<file path="src/rtl/led_ctrl_pkg.sv">
// Shared types and constants for the LED mode controller: press-classifier states,
// display modes and per-mode pattern seeds.
package led_ctrl_pkg;

    typedef enum logic [2:0] {
        PS_DISARMED,
        PS_IDLE,
        PS_PRESS1,
        PS_HELD,
        PS_GAP,
        PS_PRESS2
    } press_state_t;

    typedef enum logic [1:0] {
        M_BIN,
        M_CHASE,
        M_BLINK,
        M_OFF
    } mode_t;

    localparam logic [3:0] SEED_BIN   = 4'h0;
    localparam logic [3:0] SEED_CHASE = 4'h1;
    localparam logic [3:0] SEED_BLINK = 4'h0;
    localparam logic [3:0] SEED_OFF   = 4'h0;

    function automatic mode_t next_mode(input mode_t m);
        case (m)
            M_BIN:   return M_CHASE;
            M_CHASE: return M_BLINK;
            M_BLINK: return M_OFF;
            default: return M_BIN;
        endcase
    endfunction

    function automatic logic [3:0] mode_seed(input mode_t m);
        case (m)
            M_BIN:   return SEED_BIN;
            M_CHASE: return SEED_CHASE;
            M_BLINK: return SEED_BLINK;
            default: return SEED_OFF;
        endcase
    endfunction

endpackage

</file>
<file path="src/rtl/btn_event_fsm.sv">
// Classifies presses of a clean active-low button into short, long and double events.
// Event outputs are single-cycle pulses decoded from the current state and button level.
module btn_event_fsm
    import led_ctrl_pkg::*;
#(
    parameter int LONG_CYC   = 50_000_000,
    parameter int DCLICK_CYC = 12_500_000
) (
    input  logic clk,
    input  logic rst_n,
    input  logic btn_n,
    output logic evt_short,
    output logic evt_long,
    output logic evt_double
);

    localparam int MAX_CYC = (LONG_CYC > DCLICK_CYC) ? LONG_CYC : DCLICK_CYC;
    localparam int CNT_W   = $clog2(MAX_CYC) + 1;

    localparam logic [CNT_W-1:0] CNT_SAT     = CNT_W'(MAX_CYC);
    localparam logic [CNT_W-1:0] LONG_LAST   = CNT_W'(LONG_CYC - 1);
    localparam logic [CNT_W-1:0] DCLICK_LAST = CNT_W'(DCLICK_CYC - 1);

    press_state_t     state, state_nxt;
    logic [CNT_W-1:0] cnt, cnt_nxt, cnt_inc;

    assign cnt_inc = (cnt == CNT_SAT) ? cnt : cnt + 1'b1;

    always_ff @(posedge clk or negedge rst_n) begin
        if (!rst_n) begin
            state <= PS_DISARMED;
            cnt   <= '0;
        end else begin
            state <= state_nxt;
            cnt   <= cnt_nxt;
        end
    end

    always_comb begin
        state_nxt  = state;
        cnt_nxt    = cnt;
        evt_short  = 1'b0;
        evt_long   = 1'b0;
        evt_double = 1'b0;
        case (state)
            // A button already held when reset lifts must be released before arming.
            PS_DISARMED: begin
                if (btn_n) state_nxt = PS_IDLE;
            end
            PS_IDLE: begin
                if (!btn_n) begin
                    state_nxt = PS_PRESS1;
                    cnt_nxt   = '0;
                end
            end
            PS_PRESS1: begin
                if (btn_n) begin
                    state_nxt = PS_GAP;
                    cnt_nxt   = '0;
                end else if (cnt == LONG_LAST) begin
                    evt_long  = 1'b1;
                    state_nxt = PS_HELD;
                end else begin
                    cnt_nxt = cnt_inc;
                end
            end
            PS_HELD: begin
                if (btn_n) state_nxt = PS_IDLE;
            end
            PS_GAP: begin
                if (!btn_n) begin
                    state_nxt = PS_PRESS2;
                end else if (cnt == DCLICK_LAST) begin
                    evt_short = 1'b1;
                    state_nxt = PS_IDLE;
                end else begin
                    cnt_nxt = cnt_inc;
                end
            end
            PS_PRESS2: begin
                if (btn_n) begin
                    evt_double = 1'b1;
                    state_nxt  = PS_IDLE;
                end
            end
            default: state_nxt = PS_DISARMED;
        endcase
    end

endmodule

</file>
<file path="src/rtl/led_mode_ctrl.sv">
// LED mode controller: button events select mode, run/pause and direction of a
// 4-bit pattern engine stepped by a periodic tick; LEDs are driven active-low.
module led_mode_ctrl
    import led_ctrl_pkg::*;
#(
    parameter int LONG_CYC   = 50_000_000,
    parameter int DCLICK_CYC = 12_500_000,
    parameter int TICK_CYC   = 12_500_000
) (
    input  logic       clk_i,
    input  logic       rst_n_i,
    input  logic       btn_n_i,
    output logic [3:0] led_n_o,
    output logic [1:0] mode_o,
    output logic       run_o,
    output logic       dir_o,
    output logic       evt_short_o,
    output logic       evt_long_o,
    output logic       evt_double_o
);

    localparam int TICK_W = $clog2(TICK_CYC) + 1;
    localparam logic [TICK_W-1:0] TICK_LAST = TICK_W'(TICK_CYC - 1);

    logic              evt_short, evt_long, evt_double;
    mode_t             mode;
    logic              run, dir, tick;
    logic [3:0]        pat;
    logic [TICK_W-1:0] tick_cnt;

    function automatic logic [3:0] pat_step(input mode_t m, input logic d, input logic [3:0] p);
        case (m)
            M_BIN:   return d ? p - 4'd1 : p + 4'd1;
            M_CHASE: return d ? {p[0], p[3:1]} : {p[2:0], p[3]};
            M_BLINK: return ~p;
            default: return 4'h0;
        endcase
    endfunction

    btn_event_fsm #(
        .LONG_CYC   (LONG_CYC),
        .DCLICK_CYC (DCLICK_CYC)
    ) u_btn_event_fsm (
        .clk        (clk_i),
        .rst_n      (rst_n_i),
        .btn_n      (btn_n_i),
        .evt_short  (evt_short),
        .evt_long   (evt_long),
        .evt_double (evt_double)
    );

    assign tick = run && (tick_cnt == TICK_LAST);

    always_ff @(posedge clk_i or negedge rst_n_i) begin
        if (!rst_n_i) begin
            mode <= M_BIN;
            run  <= 1'b1;
            dir  <= 1'b0;
        end else begin
            if (evt_short)  mode <= next_mode(mode);
            if (evt_long)   run  <= ~run;
            if (evt_double) dir  <= ~dir;
        end
    end

    // A mode change restarts the step period so the new seed is shown for a full tick.
    always_ff @(posedge clk_i or negedge rst_n_i) begin
        if (!rst_n_i) begin
            tick_cnt <= '0;
        end else if (evt_short) begin
            tick_cnt <= '0;
        end else if (run) begin
            tick_cnt <= tick ? '0 : tick_cnt + 1'b1;
        end
    end

    // Any event in the same cycle as a tick takes precedence and the step is dropped.
    always_ff @(posedge clk_i or negedge rst_n_i) begin
        if (!rst_n_i) begin
            pat <= 4'h0;
        end else if (evt_short) begin
            pat <= mode_seed(next_mode(mode));
        end else if (tick && !evt_long && !evt_double) begin
            pat <= pat_step(mode, dir, pat);
        end
    end

    assign led_n_o      = ~pat;
    assign mode_o       = mode;
    assign run_o        = run;
    assign dir_o        = dir;
    assign evt_short_o  = evt_short;
    assign evt_long_o   = evt_long;
    assign evt_double_o = evt_double;

endmodule

</file>
<file path="config.mk">
export PLATFORM = sky130hd
export DESIGN_NAME = led_mode_ctrl
export DESIGN_NICKNAME = d
export VERILOG_FILES = /design/src/rtl/led_ctrl_pkg.sv /design/src/rtl/btn_event_fsm.sv /design/src/rtl/led_mode_ctrl.sv
export SDC_FILE = /design/constraint.sdc
export NUM_CORES = 1
export LEC_CHECK = 0
export CAP_MARGIN = 15
export CORE_MARGIN = 2
export CORE_UTILIZATION = 56
export CTS_CLUSTER_SIZE = 28
export DETAILED_ROUTE_END_ITERATION = 6
export PLACE_DENSITY = 0.72
export SLEW_MARGIN = 25
export SYNTH_ARGS = -nofsm -noshare
export SYNTH_HDL_FRONTEND = slang
export SYNTH_SLANG_ARGS = --single-unit
</file>
<file path="constraint.sdc">
create_clock -name clk_i -period 5.4 [get_ports clk_i]
set_clock_uncertainty 0.15 [all_clocks]
set_input_delay 1.62 -clock clk_i [delete_from_list [all_inputs] [get_ports clk_i]]
set_output_delay 1.62 -clock clk_i [all_outputs]
set_load 0.1 [all_outputs]
</file>
==> Implementation_results.wiki <==
{| class="wikitable"
! Metric !! Value
|-
| Proportion of layout cells with a drive suffix above 1 || 8.13%
|-
| Total routed wirelength || 8450 µm
|-
| Standby leakage power || 0.00176 µW
|-
| Class of the worst hold path || register to register
|-
| Area of the mapped netlist || 0.00385 mm²
|-
| Critical path's largest stage delay || 0.58 ns
|-
| IO Port Bufs || 13
|-
| Horiz. Die Dim || 86.9 µm
|-
| Number of vias after detailed routing || 3312
|-
| Crit path cell chain || clkdlybuf4s50_1, and2b_1, nand2_1, nor2_1, buf_12
|-
| Number of antenna violations at the first check in global routing || 0
|-
| Number of buffers created by CTS || 9
|-
| Maximum number of pins on one net before global-route repair || 38
|-
| Ratio of total power to cell area || 300 mW/mm²
|-
| Total track usage || 24.0%
|-
| Most instantiated library cell after synthesis || sky130_fd_sc_hd__dfrtp_1
|-
| CTS tree || done
|-
| Post-CTS setup repair buffer count || 0
|-
| YS warnings || 0
|-
| Number of max-slew violations in the final report || 0
|-
| Crit path arrival time || 3.03 ns
|-
| Starting utilization of the core area || 57.3%
|-
| Proportion of netlist area held by the largest area contributor || 40.3%
|-
| Master cell of the clock root buffer || sky130_fd_sc_hd__clkbuf_8
|-
| Post-synthesis register bit count || 63
|-
| H-tree Lvls || 3
|-
| GR Layer Usage met1 || 32.2%
|-
| Highest net fanout along the worst path || 7
|-
| Crit-path slowest cell || sky130_fd_sc_hd__clkdlybuf4s50_1
|-
| Final setup violation count || 0
|-
| Placeable core region || 0.00672 mm²
|-
| Gate count after technology mapping || 431
|-
| Diodes inserted || 0
|-
| Most common library cells after synthesis || sky130_fd_sc_hd__dfrtp_1 (62), sky130_fd_sc_hd__nand2_1 (39), sky130_fd_sc_hd__nor2_1 (38)
|-
| Layer with the highest usage || met2
|-
| Worst Tran Pin Value || 0.969 ns
|-
| Max-cap check violation count || 0
|-
| Sinks on the clock net || 63
|-
| Routed len/inst || 16.1 µm
|-
| Top Ports || 14
|-
| Number of cells upsized or downsized after cts || 0
|-
| Total Die Area || 0.00755 mm²
|-
| Worst Path Class, Setup || primary input to primary output
|-
| Top achievable clock speed || 208 MHz
|-
| Number of DRC violations after detailed-routing iteration 0 || 157
|-
| Area growth from synthesis to layout || 11.0%
|-
| Number of hold violations in the final report || 0
|-
| Standard-cell row count || 30
|-
| RSZ-0062 raised after global routing || no
|-
| Met3 usage in global routing || 3.51%
|-
| Latest clock arrival within the worst-skew pair || 0.35 ns
|-
| Worst path setup slack after routing || 0.601 ns
|-
| Largest buffer count on any clock path || 2
|-
| M2 GR Usage || 39.0%
|-
| Leading post-synthesis cells by cell area || sky130_fd_sc_hd__dfrtp_1 (40%), sky130_fd_sc_hd__xor2_1 (5.2%), sky130_fd_sc_hd__nand2_1 (3.8%)
|-
| Highest ir drop seen on vdd || 0.199 mV
|-
| Vertical extent of the die || 86.9 µm
|-
| Wire length of the first global-routing pass || 14400 µm
|-
| Clock period minus worst slack || 4.80 ns
|-
| Total half-perimeter wirelength after legalization and detailed placement || 5920 µm
|-
| Biggest area consumer among synthesized cells || sky130_fd_sc_hd__dfrtp_1
|-
| Final period utilization || 88.9%
|-
| Sum of negative setup slack || 0 ns
|-
| Portion of the post-synthesis area used by sequential elements || 41.0%
|-
| Number of hold buffers added after CTS || 0
|-
| Post-synth top flop || sky130_fd_sc_hd__dfrtp_1
|-
| Antenna Violating Nets Remaining || 0
|-
| DRC || 0
|-
| Routability Congestion || 0.837
|-
| Share of async-settable or async-resettable flops after synthesis || 100%
|-
| Via count of the first global-routing pass || 2996
|-
| Kind of start point of the critical path || primary input
|-
| Syn avg cell area || 8.93 µm²
|-
| Remaining Overflow, GRT || 0
|-
| Number of nets at the end of the flow || 451
|-
| Headroom to the max-slew limit || 35.2%
|-
| Result of the run || completed
|-
| Count of distinct cell types in the synthesized netlist || 55
|-
| Worst EP required || 3.63 ns
|-
| Category of the worst setup path capture point || primary output
|-
| Detail-routed via count per cell || 6.33
|-
| Clock-pin transition on the worst setup and hold timing paths || 0.08 ns
|-
| Initial DRT Pass Iterations || 5
|-
| Post-synthesis net count || 444
|-
| Count of flip-flops with a built-in enable after synthesis || 0
|-
| Minimum setup slack after placement || 0.611 ns
|}
[sequential cells by signal, indices dropped and copies added, names as in the netlist]
| register | cells |
|---|---|
| dir_o | 1 |
| mode_o | 2 |
| pat | 4 |
| run_o | 1 |
| tick_cnt | 25 |
| u_btn_event_fsm.cnt | 27 |
| u_btn_event_fsm.state | 3 |
[through the flow]
step / hold WS (ns) / std cells / utilization, % / total power [µW] / instance area, µm²
6_report: 0.365 / 523 / 63.6 / 1280 / 4270
4_1_cts: 0.354 / 523 / 63.6 / 1290 / 4270
2_1_floorplan: 0.312 / 431 / - / 764 / 3850
3_3_place_gp: 0.340 / 507 / 60.3 / 834 / 4050
3_5_place_dp: 0.341 / 507 / 60.3 / 836 / 4050
5_1_grt: 0.410 / 523 / 63.6 / 1350 / 4270
[area by class of cell]
type / count / area, µm²
clock buffers: 9 / 124
clock inverters: 7 / 97.6
fillers: 591 / 2440
inverters: 15 / 56.3
multi-input cells: 333 / 2140
flip-flops and latches: 63 / 1580
well taps: 80 / 100
repair buffers: 16 / 178
[cells in the final DEF, fill, tap and decap left out, types with 4 or more instances in the layout]
cell                              count
sky130_fd_sc_hd__or4_1               16
sky130_fd_sc_hd__clkdlybuf4s50_1      9
sky130_fd_sc_hd__and3_1              11
sky130_fd_sc_hd__and2_1               5
sky130_fd_sc_hd__o21ai_0             18
sky130_fd_sc_hd__inv_1               15
sky130_fd_sc_hd__nor4_1               6
sky130_fd_sc_hd__dfrtp_1             62
sky130_fd_sc_hd__nand4b_1             4
sky130_fd_sc_hd__a21oi_1             25
sky130_fd_sc_hd__o2111ai_1            8
sky130_fd_sc_hd__o31ai_1             10
sky130_fd_sc_hd__xor2_1              23
sky130_fd_sc_hd__o21ai_1              9
sky130_fd_sc_hd__ha_1                 9
sky130_fd_sc_hd__clkbuf_8             9
sky130_fd_sc_hd__nand2_1             39
sky130_fd_sc_hd__or3_1               13
sky130_fd_sc_hd__and4_1               6
sky130_fd_sc_hd__nand4_1             13
sky130_fd_sc_hd__nand3_1             18
sky130_fd_sc_hd__nor2_1              38
sky130_fd_sc_hd__o211ai_1            13
[routing by layer]
| layer | vias up | part of all wire [%] | wire length [µm] |
|---|---|---|---|
| met5 | - | 0 | 0 |
| met4 | 0 | 1.8 | 153 |
| met3 | 16 | 3.1 | 262 |
| met2 | 61 | 48 | 4090 |
| met1 | 1611 | 47 | 3940 |
| li1 | 1624 | - | - |
[cell families (layout without fill, tap and decap cells)]
family,count (synthesis),count (layout),share of synthesized area (%)
buf+inv,35,47,3.64
fa+ha+maj,10,10,3.44
mux,1,1,0.260
xor+xnor,25,25,5.69
compound gates,100,100,17.1
flops,63,63,41.0
simple gates,197,197,28.9
[where the power goes]
group	internal [µW]	switching, µW	leakage (µW)
registers	494	45.4	0.000847
logic	86.7	206	0.000805
clock network	260	191	0.000105
total	841	443	0.00176
[final timing paths]
path                                    startpoint                      end  slack [ns]  depth (start not counted)
min in group asynchronous                  rst_n_i             tick_cnt[11]        1.12                          1
max                                        btn_n_i              evt_short_o        0.60                          5
min reg2reg                            tick_cnt[8]              tick_cnt[8]        0.36                          1
max reg2reg                u_btn_event_fsm.cnt[16]  u_btn_event_fsm.cnt[20]        2.27                          6
max in group asynchronous                  rst_n_i   u_btn_event_fsm.cnt[6]        3.08                          2
min                                    tick_cnt[8]              tick_cnt[8]        0.36                          1
[critical path: cells and delay by family]
family                 cells  cell delay [ns]
and+or+nand+nor            3             0.61
buffers and inverters      2             0.79
Note: power is estimated with default switching activity, not from simulation.
